**config.mk**
```make
export PLATFORM = sky130hd
export DESIGN_NAME = int_priority_ctrl
export DESIGN_NICKNAME = d
export VERILOG_FILES = /design/src/rtl/int_pkg.sv /design/src/rtl/int_prio_enc.sv /design/src/rtl/int_priority_ctrl.sv
export SDC_FILE = /design/constraint.sdc
export NUM_CORES = 1
export LEC_CHECK = 0
export CAP_MARGIN = 5
export CORE_ASPECT_RATIO = 1.1
export CORE_MARGIN = 5
export CORE_UTILIZATION = 35
export DETAILED_ROUTE_END_ITERATION = 8
export GPL_TIMING_DRIVEN = 0
export HOLD_SLACK_MARGIN = 0.1
export RECOVER_POWER = 50
export SYNTH_ARGS = -nofsm -noshare
export SYNTH_HDL_FRONTEND = slang
export SYNTH_SLANG_ARGS = --single-unit
```
**constraint.sdc**
```tcl
create_clock -name MCLK -period 2.5 [get_ports MCLK]
set_input_delay 0.625 -clock MCLK [delete_from_list [all_inputs] [get_ports MCLK]]
set_output_delay 0.625 -clock MCLK [all_outputs]
set_load 0.02 [all_outputs]
```
**src/rtl/int_pkg.sv**
```systemverilog
// Shared vector indices and winner classification for the interrupt controller
// and the CPU control unit.
package int_pkg;
  localparam int unsigned VEC_W_DEF = 6;
  localparam int unsigned RST_VEC   = 63;
  localparam int unsigned SNMI_VEC  = 62;

  typedef enum logic [1:0] {
    WIN_NONE,
    WIN_RST,
    WIN_SNMI,
    WIN_SRC
  } win_e;
endpackage

```
**src/rtl/int_prio_enc.sv**
```systemverilog
// Lowest-index-first request finder: reports whether any request is set and the
// index of the lowest set bit.
module int_prio_enc #(
  parameter int unsigned N     = 8,
  parameter int unsigned IDX_W = 3
) (
  input  logic [N-1:0]     i_req,
  output logic             o_valid,
  output logic [IDX_W-1:0] o_idx
);
  always_comb begin
    o_valid = |i_req;
    o_idx   = '0;
    // Scan downwards so the lowest set bit is the last one written.
    for (int unsigned i = N; i > 0; i--) begin
      if (i_req[i-1]) o_idx = IDX_W'(i - 1);
    end
  end
endmodule

```
**src/rtl/int_priority_ctrl.sv**
```systemverilog
// Fixed-priority interrupt controller: reset > system NMI > maskable sources,
// with INTACK-edge grant, auto-clear pulses and post-grant request holdoff.
module int_priority_ctrl
  import int_pkg::*;
#(
  parameter int unsigned         NUM_SRC         = 8,
  parameter int unsigned         VEC_W           = VEC_W_DEF,
  parameter int unsigned         SRC_VEC_TOP     = 60,
  parameter logic [NUM_SRC-1:0]  SINGLE_SRC_MASK = '1,
  parameter int unsigned         HOLDOFF         = 2
) (
  input  logic               MCLK,
  input  logic               RSTn,
  input  logic               INTACK,
  input  logic               GIE,
  input  logic               Vacant,
  input  logic [NUM_SRC-1:0] src_int,
  input  logic [NUM_SRC-1:0] src_ie,
  output logic [NUM_SRC-1:0] src_clr,
  output logic               reset,
  output logic               NMI,
  output logic               INT,
  output logic               VMA_clr,
  output logic               RST_NMI_clr,
  output logic [VEC_W-1:0]   IntAddrLSBs
);
  localparam int unsigned IDX_W  = (NUM_SRC > 1) ? $clog2(NUM_SRC) : 1;
  localparam int unsigned HOLD_W = $clog2(HOLDOFF + 1);

  logic               r_reset, r_snmi, r_nmi, r_int, r_ack_q;
  logic               r_vma_clr, r_rst_nmi_clr;
  logic [NUM_SRC-1:0] r_src_clr;
  logic [VEC_W-1:0]   r_vec;
  logic [IDX_W-1:0]   r_idx;
  logic [HOLD_W-1:0]  r_hold;

  logic               w_enc_valid;
  logic [IDX_W-1:0]   w_enc_idx;
  win_e               w_win;
  logic               w_grant, w_quiet;
  logic               w_snmi_nxt, w_nmi_nxt, w_int_nxt, w_rst_nxt;
  logic [VEC_W-1:0]   w_vec_nxt;
  logic [NUM_SRC-1:0] w_clr;

  int_prio_enc #(
    .N     (NUM_SRC),
    .IDX_W (IDX_W)
  ) u_enc (
    .i_req   (src_int & src_ie & {NUM_SRC{GIE}}),
    .o_valid (w_enc_valid),
    .o_idx   (w_enc_idx)
  );

  // The granted winner is the one currently presented to the CPU.
  always_comb begin
    w_win = WIN_NONE;
    if (r_reset)    w_win = WIN_RST;
    else if (r_nmi) w_win = WIN_SNMI;
    else if (r_int) w_win = WIN_SRC;
  end

  always_comb begin
    w_grant    = INTACK && !r_ack_q && (r_hold == '0) && (w_win != WIN_NONE);
    w_quiet    = r_reset || w_grant || (r_hold != '0);
    w_snmi_nxt = (Vacant && !r_reset) || (r_snmi && !(w_grant && w_win == WIN_SNMI));
    w_nmi_nxt  = w_snmi_nxt && !w_quiet;
    w_int_nxt  = w_enc_valid && !w_quiet;
    w_rst_nxt  = r_reset && !(w_grant && w_win == WIN_RST);
    w_vec_nxt  = r_vec;
    if (w_rst_nxt)      w_vec_nxt = VEC_W'(RST_VEC);
    else if (w_nmi_nxt) w_vec_nxt = VEC_W'(SNMI_VEC);
    else if (w_int_nxt) w_vec_nxt = VEC_W'(SRC_VEC_TOP) - VEC_W'(w_enc_idx);
  end

  always_comb begin
    w_clr = '0;
    for (int unsigned i = 0; i < NUM_SRC; i++) begin
      if (w_grant && w_win == WIN_SRC && r_idx == IDX_W'(i)) w_clr[i] = SINGLE_SRC_MASK[i];
    end
  end

  always_ff @(posedge MCLK or negedge RSTn) begin
    if (!RSTn) begin
      r_reset       <= 1'b1;
      r_snmi        <= 1'b0;
      r_nmi         <= 1'b0;
      r_int         <= 1'b0;
      r_ack_q       <= 1'b0;
      r_vma_clr     <= 1'b0;
      r_rst_nmi_clr <= 1'b0;
      r_src_clr     <= '0;
      r_vec         <= VEC_W'(RST_VEC);
      r_idx         <= '0;
      r_hold        <= '0;
    end else begin
      r_reset       <= w_rst_nxt;
      r_snmi        <= w_snmi_nxt;
      r_nmi         <= w_nmi_nxt;
      r_int         <= w_int_nxt;
      r_ack_q       <= INTACK;
      r_vma_clr     <= w_grant && (w_win == WIN_SNMI);
      r_rst_nmi_clr <= w_grant && (w_win == WIN_SNMI || w_win == WIN_RST);
      r_src_clr     <= w_clr;
      r_vec         <= w_vec_nxt;
      if (w_int_nxt) r_idx <= w_enc_idx;
      if (w_grant)              r_hold <= HOLD_W'(HOLDOFF);
      else if (r_hold != '0)    r_hold <= r_hold - 1'b1;
    end
  end

  assign reset       = r_reset;
  assign NMI         = r_nmi;
  assign INT         = r_int;
  assign VMA_clr     = r_vma_clr;
  assign RST_NMI_clr = r_rst_nmi_clr;
  assign src_clr     = r_src_clr;
  assign IntAddrLSBs = r_vec;
endmodule

```
Word-level counts from Yosys, hierarchy flattened
Cells that the tools add are included.
Word-level totals
  flip-flop bits (word level): 26
  bits in latches: 0
  RAM bits: 0
  memory bits (read-only): 0
  bits of input ports: 21
  output and inout bits: 19
  logic and storage cells: 85
  memories kept: 0
Operators by class
  add/sub/neg operators: 2
  $mul: 0
  divide/modulo/power cells: 0
  $lt $le $gt $ge: 0
  eq/ne operators: 10
  shift operators: 0
  multiplexer cells: 24
  bitwise gates (word level): 2
  reduce and logical (&&, ||, !) cells: 36
Operator list (count)
  $mux W3: 8
  $logic_and A1 B1 Y1: 20
  $mux W6: 3
  $and A8 B8 Y8: 2
  $eq A3 B3 Y1 const B: 4
  $mux W2: 5
  $mux W1: 8
  $reduce_or A8 Y1: 1
  $eq A3 B2 Y1 const B: 2
  $reduce_bool A2 Y1: 3
  $logic_not A1 Y1: 5
  $sub A3 B4 Y5 const A: 1
  $eq A2 B2 Y1 const B: 2
  $logic_or A1 B1 Y1: 4
  $eq A3 B1 Y1 const B: 1
  $logic_not A3 Y1: 1
  $reduce_bool A3 Y1: 1
  $eq A2 B1 Y1 const B: 1
  $logic_not A2 Y1: 1
  $sub A2 B1 Y2 const B: 1

Logic depth before layout (Yosys ltp)
Gate-level depths: netlist of run 1.
  depth in word-level cells: 14
  mapped depth: 10
  gate-level depth less buffers: 10

Cells and area by module
From an unflattened synthesis of run 1, not the netlist that was laid out.
Unflattened totals
  cell total of the unflattened synthesis: 116
  area, all modules: 1189.9 µm²
Modules (own cells, without submodules)
  int_priority_ctrl: times used 1, cells each 103, area each 1108.6 µm², seq. area each 606.8 µm²
  int_prio_enc: times used 1, cells each 13, area each 81.3 µm², seq. area each 0.0 µm²

Least setup slack after synthesis of run 1
No wires, ideal clock.
  kind: register -> register
  from: register r_reset (netlist: reset)
  to: register r_vec[0] (netlist: IntAddrLSBs[0])
  arrival time: 2.086 ns
  required time: 2.418 ns
  setup slack: 0.332 ns
  cell stages (with the launch flop): 10
  path buffers: 1
  cells stage by stage: dfstp_2 > buf_2 > a21o_1 > inv_1 > ha_1 > nor3b_1 > nor3_4 > o21ai_4 > nor2_2 > a211o_1
Between the ends
  longest elaborated chain between the ends: 10
  elaborated cells on any way between the ends: 22
  those cells by class: 2 x eq/ne; 3 x mux; 17 x reduce/logical
RTL lines
  from (decl): line int_priority_ctrl.sv:30  | logic r_reset, r_snmi, r_nmi, r_int, r_ack_q;
  from (signal assigned): line int_priority_ctrl.sv:96  | r_reset <= w_rst_nxt;
  $mux W2: line int_priority_ctrl.sv:57  | if (r_reset) w_win = WIN_RST;
  $reduce_bool A2 Y1: line int_priority_ctrl.sv:63  | w_grant = INTACK && !r_ack_q && (r_hold == '0) && (w_win != WIN_NONE);
  $logic_and A1 B1 Y1: line int_priority_ctrl.sv:63
  $logic_and A1 B1 Y1: line int_priority_ctrl.sv:65  | w_snmi_nxt = (Vacant && !r_reset) || (r_snmi && !(w_grant && w_win == WIN_SNMI));
  $logic_not A1 Y1: line int_priority_ctrl.sv:65
  $logic_and A1 B1 Y1: line int_priority_ctrl.sv:65
  $logic_or A1 B1 Y1: line int_priority_ctrl.sv:65
  $logic_and A1 B1 Y1: line int_priority_ctrl.sv:66  | w_nmi_nxt = w_snmi_nxt && !w_quiet;
  $mux W6: line int_priority_ctrl.sv:71  | else if (w_nmi_nxt) w_vec_nxt = VEC_W'(SNMI_VEC);
  $mux W6: line int_priority_ctrl.sv:70  | if (w_rst_nxt) w_vec_nxt = VEC_W'(RST_VEC);
  to (signal assigned): line int_priority_ctrl.sv:92  | r_vec <= VEC_W'(RST_VEC);
  to (signal assigned): line int_priority_ctrl.sv:104  | r_vec <= w_vec_nxt;
  to (decl): line int_priority_ctrl.sv:33  | logic [VEC_W-1:0] r_vec;
Several ways; a longest one is shown, not always the timed one.
A chain may end at the register's enable or synchronous reset.

Final worst setup path of run 1
Ends and elaborated chain as after synthesis.

==> results.sh, run 1 <==
export IMPL_status="complete, no violations"
export IMPL_reg2reg_from="reset$_DFF_PN1_"
export IMPL_grt_overflow_total=0
export IMPL_cp_max_fo=9
export IMPL_grt_pass1_wl_um=4220
export IMPL_fin_nets=186
export IMPL_crit_buf_inv=2
export IMPL_routed_wl_um=2440
export IMPL_cts_tree="done"
export IMPL_ant_nets=0
export IMPL_r2r_end="IntAddrLSBs[0]$_DFFE_PN1P_"
export IMPL_maxSlewViolCount=0
export IMPL_ys_types=39
export IMPL_worstHoldStart="r_hold[0]$_DFFE_PN0P_"
export IMPL_total_power_mw=1.10
export IMPL_dpl_worst_slack_ns=0.194
export IMPL_worstSetupPathType="flip-flop to flip-flop"
export IMPL_power_leakage_nw=0.754
export IMPL_setup_violations_final=0
export IMPL_clock_sinks=24
export IMPL_async_reset_ff_frac=1.00
export IMPL_grt_max_degree=25
export IMPL_cp_start_kind="flip-flop"
export IMPL_syn_cell_area_mm2=0.00119
export IMPL_min_period_ns=2.30
export IMPL_synth_most_common_cell="dfrtp_1"
export IMPL_drc=0
export IMPL_gp_congestion=0.784
export IMPL_worstHoldPathCells=1
export IMPL_cts_root_buf="clkbuf_4"
export IMPL_synth_seq_cells=24
export IMPL_dp_hpwl_um=2030
export IMPL_fin_skew_ns=0.0113
export IMPL_ys_warn_count=0
export IMPL_synth_area_leaders="dfrtp_1 40%, dfstp_2 11%, ha_1 5.3%"
export IMPL_layout_drive_gt1_share=0.132
export IMPL_cts_resized=0
export IMPL_cts_buffer_depth=2
export IMPL_cts_made_buffers=3
export IMPL_synth_common_cells="19 x dfrtp_1, 14 x nand2_1, 10 x nor2_1"
export IMPL_cp_required_ns=2.76
export IMPL_fmax_mhz=434
export IMPL_relSlewSlack=0.301
export IMPL_num_rows=22
export IMPL_hold_violations=0
export IMPL_fin_area_mm2=0.00164
export IMPL_cp_top_family="simple AND/OR/NAND/NOR gates"
export IMPL_routedWlPerCell_um=12.5
export IMPL_reg2reg_depth=9
export IMPL_crit_slowest_cell="dfstp_2"
export IMPL_yosysTopAreaCellShare=0.399
export IMPL_cap_violations=0
export IMPL_grt_pass1_vias=1009
export IMPL_r2r_slack_ns=0.20
export IMPL_hold_buffers=0
export IMPL_cts_max_level=1
export IMPL_clk_pin_slew_ns=0.13
export IMPL_die_area_mm2=0.00467
export IMPL_viasPerCell=4.91
export IMPL_place_area_mm2=0.00161
export IMPL_cp_end_kind="flip-flop"
export IMPL_antenna_found_initial=0
export IMPL_drt_iter0_markers=32
export IMPL_start_util=0.361
export IMPL_pin_count=40
export IMPL_setup_ws_ns=0.197
export IMPL_ys_seq_area_frac=0.509
export IMPL_holdPathEnd="r_hold[0]$_DFFE_PN0P_"
export IMPL_fp_coreArea_mm2=0.00330
export IMPL_synth_ff_type="dfrtp_1"
export IMPL_worstPathArrival_ns=2.56
export IMPL_syn_inst=117
export IMPL_power_density_mw_per_mm2=672
export IMPL_ir_drop_mv=0.174
export IMPL_synth_edf_count=0
export IMPL_firstDrtPassIters=4
export IMPL_track_usage=0.117
export IMPL_syn_to_final_growth_pct=37.4
export IMPL_cpPeakStageDelay_ns=0.55
export IMPL_min_path_type="flip-flop to flip-flop"
export IMPL_whs_ns=0.497
export IMPL_post_cts_buffers=0
export IMPL_clk_latency_ns=0.31
export IMPL_die_w_um=65.6
export IMPL_worst_slew_pin_slew_ns=1.04
export IMPL_avgSynthCellArea_um2=10.2
export IMPL_antennaDiodeCount=0
export IMPL_yosysTopAreaCell="dfrtp_1"
export IMPL_die_y_um=71.2
export IMPL_path_cells="buf_2, a21o_1, inv_1, ha_1, nor3b_1, nor3_4, o21ai_4, nor2_2, a211o_1"
export IMPL_fin_crit_sh=0.921
export IMPL_fin_tns_setup_ns=0
export IMPL_vias=957
export IMPL_rsz0062_at_grt="no"
export IMPL_io_buffers=37
[power by group]
part,switching [mW],internal [mW],leakage (nW)
registers,0.0461,0.459,0.302
clock network,0.109,0.0622,0.0150
logic,0.230,0.194,0.437
total,0.385,0.715,0.754
[layer usage]
| metal | GRT usage | vias up | part of all wire |
|---|---|---|---|
| met3 | 0.0270 | 2 | 0.049 |
| met5 | 0 | - | 0 |
| met1 | 0.132 | 440 | 0.41 |
| met2 | 0.205 | 31 | 0.52 |
| li1 | - | 484 | - |
| met4 | 0.0553 | 0 | 0.012 |
[per-stage QoR]
stage / util / std cells
floorplan: - / 118
global placement: 0.488 / 191
detailed placement: 0.488 / 191
CTS: 0.495 / 195
global route: 0.495 / 195
finish: 0.495 / 195
[placed cells by master (no fill, tap or decap), types with 2 or more instances in the layout]
| cell | synthesis | routed |
|---|---|---|
| buf_4 | 2 | 2 |
| dlygate4sd3_1 | 0 | 4 |
| clkbuf_4 | 0 | 3 |
| inv_1 | 9 | 9 |
| conb_1 | 1 | 2 |
| ha_1 | 5 | 5 |
| a22o_1 | 2 | 2 |
| dfrtp_1 | 19 | 19 |
| nor2_1 | 10 | 10 |
| a22oi_1 | 2 | 2 |
| nand2_1 | 14 | 14 |
| a21oi_1 | 3 | 3 |
| nand4_1 | 2 | 2 |
| o21ai_0 | 8 | 8 |
| nand3_1 | 5 | 5 |
| o21a_1 | 2 | 2 |
| nor3_1 | 3 | 3 |
| dfstp_2 | 5 | 5 |
| nand2b_1 | 3 | 3 |
| clkdlybuf4s50_1 | 0 | 33 |
[final cells by class]
type                            instances  area, um^2
Buffer                                  3        20.0
Multi-Input combinational cell         81         531
Timing Repair Buffer                   37         370
Tap cell                               36        45.0
Sequential cell                        24         607
Fill cell                             325        1670
Clock buffer                            4        26.3
Inverter                               10        37.5
[kinds of logic after synthesis]
logic type / share of synthesized area
AND/OR/NAND/NOR: 0.230
AO/OA/AOI/OAI: 0.148
flip-flops: 0.509
buffers and inverters: 0.0483
adder cells (fa/ha/maj): 0.0525
multiplexers: 0.00840
other: 0.00315
[flip-flops by register name, indices dropped and copies added, names as in the netlist, 2 cells and up]
signal	count
src_clr	8
r_hold	2
r_idx	3
IntAddrLSBs	4
[how the worst max path moves through the flow]
stage                    startpoint                          to  slack [ns]  cells after the start
floorplan           reset$_DFF_PN1_  IntAddrLSBs[0]$_DFFE_PN1P_        0.33                      9
global placement         src_int[5]  IntAddrLSBs[2]$_DFFE_PN1P_        0.21                      8
detailed placement       src_int[1]  IntAddrLSBs[2]$_DFFE_PN1P_        0.19                      8
CTS                 reset$_DFF_PN1_  IntAddrLSBs[0]$_DFFE_PN1P_        0.18                      9
global route        reset$_DFF_PN1_  IntAddrLSBs[0]$_DFFE_PN1P_        0.02                      9
finish              reset$_DFF_PN1_  IntAddrLSBs[0]$_DFFE_PN1P_        0.20                      9
(Power assumes the default switching activity.)
==> run 2, diff against run 1 <==
--- a/config.mk
+++ b/config.mk
@@ -7,9 +7,9 @@
 export LEC_CHECK = 0
 export CAP_MARGIN = 5
 export CORE_ASPECT_RATIO = 1.1
-export CORE_MARGIN = 5
 export CORE_UTILIZATION = 35
 export DETAILED_ROUTE_END_ITERATION = 8
+export DONT_BUFFER_PORTS = 1
 export GPL_TIMING_DRIVEN = 0
 export HOLD_SLACK_MARGIN = 0.1
 export RECOVER_POWER = 50
==> results.sh, run 2 (synthesis results as in run 1) <==
export IMPL_status="finished with violations"
export IMPL_violations="design-rule violations"
export IMPL_drc=3
export IMPL_worst_slew_pin_slew_ns=0.838
export IMPL_cp_max_fo=9
export IMPL_rsz0062_at_grt="no"
export IMPL_start_util=0.378
export IMPL_seq_area_um2=607
export IMPL_cap_violations=0
export IMPL_power_frac_clock=0.244
export IMPL_ir_drop_mv=0.221
export IMPL_hold_violations=0
export IMPL_min_period_ns=2.28
export IMPL_p_sw_uw=374
export IMPL_path_cells="buf_2, a21o_1, inv_1, ha_1, nor3b_2, nor3_4, o21ai_4, nor2_2, a211o_1"
export IMPL_dr_wl_met3_um=131
export IMPL_antennaDiodeCount=0
export IMPL_dp_hpwl_um=1640
export IMPL_top_layer="met4"
export IMPL_cp_start_kind="flip-flop"
export IMPL_pin_count=40
export IMPL_power_leakage_nw=0.623
export IMPL_fmax_mhz=439
export IMPL_fill_cells=313
export IMPL_min_path_type="input pin to async pin"
export IMPL_vias=858
export IMPL_fin_tns_setup_ns=0
export IMPL_cts_made_buffers=3
export IMPL_clock_sinks=24
export IMPL_multi_input_area_um2=536
export IMPL_cts_buffer_depth=2
export IMPL_fp_coreArea_mm2=0.00315
export IMPL_crit_buf_inv=2
export IMPL_post_cts_buffers=0
export IMPL_setup_violations_final=0
export IMPL_die_y_um=63.2
export IMPL_cpPeakStageDelay_ns=0.61
export IMPL_cp_required_ns=2.76
export IMPL_grt_pass1_vias=803
export IMPL_routed_wl_um=2130
export IMPL_relSlewSlack=0.440
export IMPL_swShare=0.332
export IMPL_combPwrFrac=0.275
export IMPL_mostFrequentLayoutCell="dfrtp_1"
export IMPL_seqPwrFrac=0.480
export IMPL_largest_reg_flops=8
export IMPL_wl_met2_um=1020
export IMPL_fin_crit_sh=0.911
export IMPL_io_buffers=0
export IMPL_grt_overflow_total=0
export IMPL_clk_pin_slew_ns=0.13
export IMPL_grt_max_degree=20
export IMPL_cts_tree="done"
export IMPL_num_rows=21
export IMPL_gp_congestion=0.827
export IMPL_die_area_mm2=0.00364
export IMPL_ant_nets=0
export IMPL_cp_top_family="flip-flops"
export IMPL_track_usage=0.131
export IMPL_crit_slowest_cell="dfstp_2"
export IMPL_whs_ns=0.131
export IMPL_fin_skew_ns=0.00671
export IMPL_worstSetupPathType="flip-flop to flip-flop"
export IMPL_routedWlPerCell_um=13.6
export IMPL_die_w_um=57.6
export IMPL_antenna_found_initial=0
export IMPL_layout_drive_gt1_share=0.195
export IMPL_firstDrtPassIters=6
export IMPL_viasPerCell=5.46
export IMPL_clk_latency_ns=0.31
export IMPL_cp_end_kind="flip-flop"
export IMPL_power_density_mw_per_mm2=862
export IMPL_fin_nets=150
export IMPL_drt_iter0_markers=18
export IMPL_cts_max_level=1
export IMPL_cts_root_buf="clkbuf_4"
export IMPL_p_int_uw=751
export IMPL_met1Wirelength_um=904
export IMPL_layout_common_cells="19 x dfrtp_1, 14 x nand2_1, 10 x nor2_1"
export IMPL_grt_pass1_wl_um=3590
export IMPL_maxSlewViolCount=0
export IMPL_worstPathArrival_ns=2.54
export IMPL_syn_to_final_growth_pct=9.56
## run 2: cell count changes in the layout (fill, tap and decap cells not counted)
cell | before | now
nor3b_2 | 1 | 2
clkdlybuf4s50_1 | 33 | 0
clkbuf_1 | 1 | 0
and4bb_1 | 1 | 0
and4bb_2 | 0 | 1
dlygate4sd3_1 | 4 | 1
nor3b_1 | 1 | 0
bufinv_16 | 0 | 1
## run 2: layer usage
layer  track usage  vias to the layer above
met5             0                        -
met4        0.0854                        0
met1         0.151                      399
li1              -                      412
met2         0.212                       39
met3        0.0308                        8
## run 2: cell type report
class                           count  share of cell area
Sequential cell                    24               0.465
Clock buffer                        3              0.0173
Clock inverter                      1              0.0230
Multi-Input combinational cell     81               0.410
Inverter                           10              0.0288
Tap cell                           34              0.0326
Timing Repair Buffer                1             0.00767
Buffer                              3              0.0153
## run 2: power groups by stage
stage / clock [mW] / sequential (mW) / combinational, mW
5_1_grt: 0.297 / 0.553 / 0.358
6_report: 0.275 / 0.540 / 0.310
2_1_floorplan: 0 / 0.536 / 0.250
3_3_place_gp: 0 / 0.547 / 0.288
3_5_place_dp: 0 / 0.550 / 0.301
4_1_cts: 0.285 / 0.542 / 0.310
## run 2: worst paths after layout
| path | from | to | slack, ns | cells after the start |
|---|---|---|---|---|
| max | reset$_DFF_PN1_ | IntAddrLSBs[0]$_DFFE_PN1P_ | 0.22 | 9 |
| min | RSTn | IntAddrLSBs[3]$_DFFE_PN1P_ | 0.13 | 0 |
| max reg2reg | reset$_DFF_PN1_ | IntAddrLSBs[0]$_DFFE_PN1P_ | 0.22 | 9 |
| min reg2reg | r_hold[0]$_DFFE_PN0P_ | r_hold[0]$_DFFE_PN0P_ | 0.49 | 1 |
| max in group asynchronous | RSTn | r_idx[0]$_DFFE_PN0P_ | 1.14 | 1 |
| min in group MCLK | INTACK | r_ack_q$_DFF_PN0_ | 0.32 | 0 |
## run 2: through the flow
step / std cells / worst slack, ns / util / area, um^2 / power [mW]
floorplan: 118 / 0.332 / - / 1190 / 0.787
global placement: 152 / 0.124 / 0.392 / 1240 / 0.836
detailed placement: 152 / 0.0896 / 0.392 / 1240 / 0.850
CTS: 157 / 0.0725 / 0.412 / 1300 / 1.14
global route: 157 / 0.0789 / 0.414 / 1310 / 1.21
finish: 157 / 0.222 / 0.414 / 1310 / 1.13
## run 2: what timing repair did
action	in CTS	in global routing
hold buffers	1	0
setup endpoints to repair	0	4
resized for setup	0	1
hold endpoints to repair	19	0
==> run 3, diff against run 2 <==
--- a/config.mk
+++ b/config.mk
@@ -8,6 +8,7 @@
 export CAP_MARGIN = 5
 export CORE_ASPECT_RATIO = 1.1
 export CORE_UTILIZATION = 35
+export CTS_CLUSTER_DIAMETER = 80
 export DETAILED_ROUTE_END_ITERATION = 8
 export DONT_BUFFER_PORTS = 1
 export GPL_TIMING_DRIVEN = 0
@@ -15,4 +16,5 @@
 export RECOVER_POWER = 50
 export SYNTH_ARGS = -nofsm -noshare
 export SYNTH_HDL_FRONTEND = slang
+export SYNTH_HIERARCHICAL = 1
 export SYNTH_SLANG_ARGS = --single-unit
==> results.sh, run 3 <==
export IMPL_fin_nets=149
export IMPL_synth_most_common_cell="dfrtp_1"
export IMPL_synth_area_leaders="dfrtp_1 40%, dfstp_2 11%, ha_1 5.3%"
export IMPL_antennaDiodeCount=0
export IMPL_worst_slew_pin_slew_ns=0.823
export IMPL_routedWlPerCell_um=14.1
export IMPL_layout_common_cells="19 x dfrtp_1, 16 x nor2_1, 10 x inv_1"
export IMPL_total_power_mw=1.22
export IMPL_largest_reg_flops=8
export IMPL_syn_to_final_growth_pct=9.15
export IMPL_viasPerCell=5.35
export IMPL_min_path_type="input pin to async pin"
export IMPL_cts_max_level=1
export IMPL_min_period_ns=2.26
export IMPL_synth_ff_type="dfrtp_1"
export IMPL_clock_sinks=24
export IMPL_rsz0062_at_grt="no"
export IMPL_track_usage=0.124
export IMPL_setup_violations_final=0
export IMPL_maxSlewViolCount=0
export IMPL_fin_crit_sh=0.904
export IMPL_ys_warn_count=6
export IMPL_cp_top_family="flip-flops"
export IMPL_seq_area_um2=607
export IMPL_fill_cells=307
export IMPL_gp_congestion=0.774
export IMPL_setup_ws_ns=0.240
export IMPL_ys_seq_area_frac=0.510
export IMPL_cts_root_buf="clkbuf_4"
export IMPL_clk_pin_slew_ns=0.14
export IMPL_dpl_worst_slack_ns=0.177
export IMPL_yosysTopAreaCellShare=0.400
export IMPL_firstDrtPassIters=9
export IMPL_synth_seq_cells=24
export IMPL_power_leakage_nw=0.633
export IMPL_fp_coreArea_mm2=0.00315
export IMPL_num_rows=21
export IMPL_vias=834
export IMPL_ir_drop_mv=0.267
export IMPL_yosysTopAreaCell="dfrtp_1"
export IMPL_drc=1
export IMPL_grt_max_degree=20
export IMPL_dp_hpwl_um=1650
export IMPL_cp_start_kind="flip-flop"
export IMPL_grt_overflow_total=0
export IMPL_power_density_mw_per_mm2=940
export IMPL_final_core_util=0.412
export IMPL_cpPeakStageDelay_ns=0.61
export IMPL_layout_drive_gt1_share=0.156
export IMPL_drt_iter0_markers=17
export IMPL_cts_made_buffers=3
export IMPL_cap_violations=0
export IMPL_cts_tree="done"
export IMPL_reg2reg_from="reset$_DFF_PN1_"
export IMPL_fmax_mhz=443
export IMPL_start_util=0.377
export IMPL_worstSetupPathType="flip-flop to flip-flop"
export IMPL_cp_max_fo=10
export IMPL_synth_edf_count=0
export IMPL_syn_cell_area_mm2=0.00119
export IMPL_io_buffers=0
export IMPL_cp_startpoint="reset$_DFF_PN1_"
export IMPL_multi_input_area_um2=529
export IMPL_ys_types=33
export IMPL_crit_buf_inv=2
export IMPL_syn_inst=116
export IMPL_path_cells="buf_2, or2_2, ha_1, inv_1, a211oi_4, mux2_2"
export IMPL_cts_buffer_depth=2
export IMPL_antenna_found_initial=0
export IMPL_clk_latency_ns=0.31
export IMPL_violations="design-rule violations"
export IMPL_hold_violations=0
export IMPL_die_w_um=57.6
export IMPL_async_reset_ff_frac=1.00
export IMPL_crit_slowest_cell="dfstp_2"
export IMPL_grt_pass1_wl_um=3500
export IMPL_fin_skew_ns=0.00387
export IMPL_mostFrequentLayoutCell="dfrtp_1"
export IMPL_die_y_um=63.2
export IMPL_synth_common_cells="19 x dfrtp_1, 16 x nor2_1, 10 x inv_1"
export IMPL_status="finished with violations"
export IMPL_fin_tns_setup_ns=0
export IMPL_grt_pass1_vias=811
export IMPL_cp_required_ns=2.72
export IMPL_cts_resized=0
export IMPL_relSlewSlack=0.450
export IMPL_worstPathArrival_ns=2.48
export IMPL_avgSynthCellArea_um2=10.3
export IMPL_ant_nets=0
export IMPL_cp_end_kind="flip-flop"
export IMPL_die_area_mm2=0.00364
export IMPL_routed_wl_um=2200
export IMPL_pin_count=40
## run 3: changes by cell type after synthesis, sizes merged, moves of 3 or more
cell | before | now
and3 | 1 | 8
nand3 | 5 | 2
mux2i | 1 | 4
nor2b | 0 | 3
mux2 | 0 | 3
o21ai | 9 | 3
nor2 | 11 | 16
nand2 | 14 | 8
## run 3: worst reg2reg max path: stages (launching register included)
cell and delay [ns]:
dfstp_2 0.61, buf_2 0.25, or2_2 0.17, ha_1 0.19, inv_1 0.09, a211oi_4 0.46
mux2_2 0.39
## run 3: routing by layer
metal  wire length, um  global-route usage  up-vias  share of wire
li1                  -                   -      400              -
met1               933               0.139      392           0.42
met2              1070               0.217       42           0.49
met3               191              0.0370        0          0.087
met4                 0              0.0457        0              0
met5                 0                   0        -              0
## run 3: worst paths after layout
| check | end | slack [ns] | cells past startpoint |
|---|---|---|---|
| worst max-delay path | r_idx[0]$_DFFE_PN0P_ | 0.24 | 6 |
| worst min-delay path | IntAddrLSBs[3]$_DFFE_PN1P_ | 0.13 | 0 |
| worst max register to register | r_idx[0]$_DFFE_PN0P_ | 0.24 | 6 |
| worst min register to register | r_hold[0]$_DFFE_PN0P_ | 0.49 | 1 |
| max in group asynchronous | src_clr[2]$_DFF_PN0_ | 1.16 | 1 |
| min in group MCLK | r_ack_q$_DFF_PN0_ | 0.32 | 0 |
## run 3: cell type report
| cell class | instances | area share |
|---|---|---|
| flip-flops and latches | 24 | 0.467 |
| multi-input cells | 80 | 0.408 |
| well taps | 34 | 0.0328 |
| inverters | 10 | 0.0289 |
| clock inverters | 1 | 0.0231 |
| clock buffers | 3 | 0.0173 |
| plain buffers | 3 | 0.0154 |
| repair buffers | 1 | 0.00771 |
## run 3: where the power goes
part,switching [mW],total (mW),leakage (nW),internal (mW)
Combinational,0.203,0.370,0.305,0.167
Sequential,0.0971,0.569,0.300,0.472
Clock,0.119,0.281,0.0279,0.162
## run 3: cells by family (layout without fill, tap and decap cells)
family / Yosys count / in the layout / synth area share
compound gates: 15 / 15 / 0.0957
flops: 24 / 24 / 0.510
buf+inv: 13 / 18 / 0.0484
simple gates: 50 / 50 / 0.221
fa+ha+maj: 5 / 5 / 0.0526
mux: 7 / 7 / 0.0620
other cells: 1 / 2 / 0.00315
xor+xnor: 1 / 1 / 0.00736
## run 3: through the flow
stage / area, um^2 / hold slack, ns / std cells
2_1_floorplan: 1190 / 0.329 / 117
3_3_place_gp: 1240 / 0.330 / 151
3_5_place_dp: 1240 / 0.330 / 151
4_1_cts: 1300 / 0.121 / 156
5_1_grt: 1300 / 0.106 / 156
6_report: 1300 / 0.127 / 156
## run 3: what timing repair did
item | 4_1_cts | 5_1_grt
endpoints found under the hold margin | 19 | 0
setup buffers | 0 | 0
hold buffers | 1 | 0
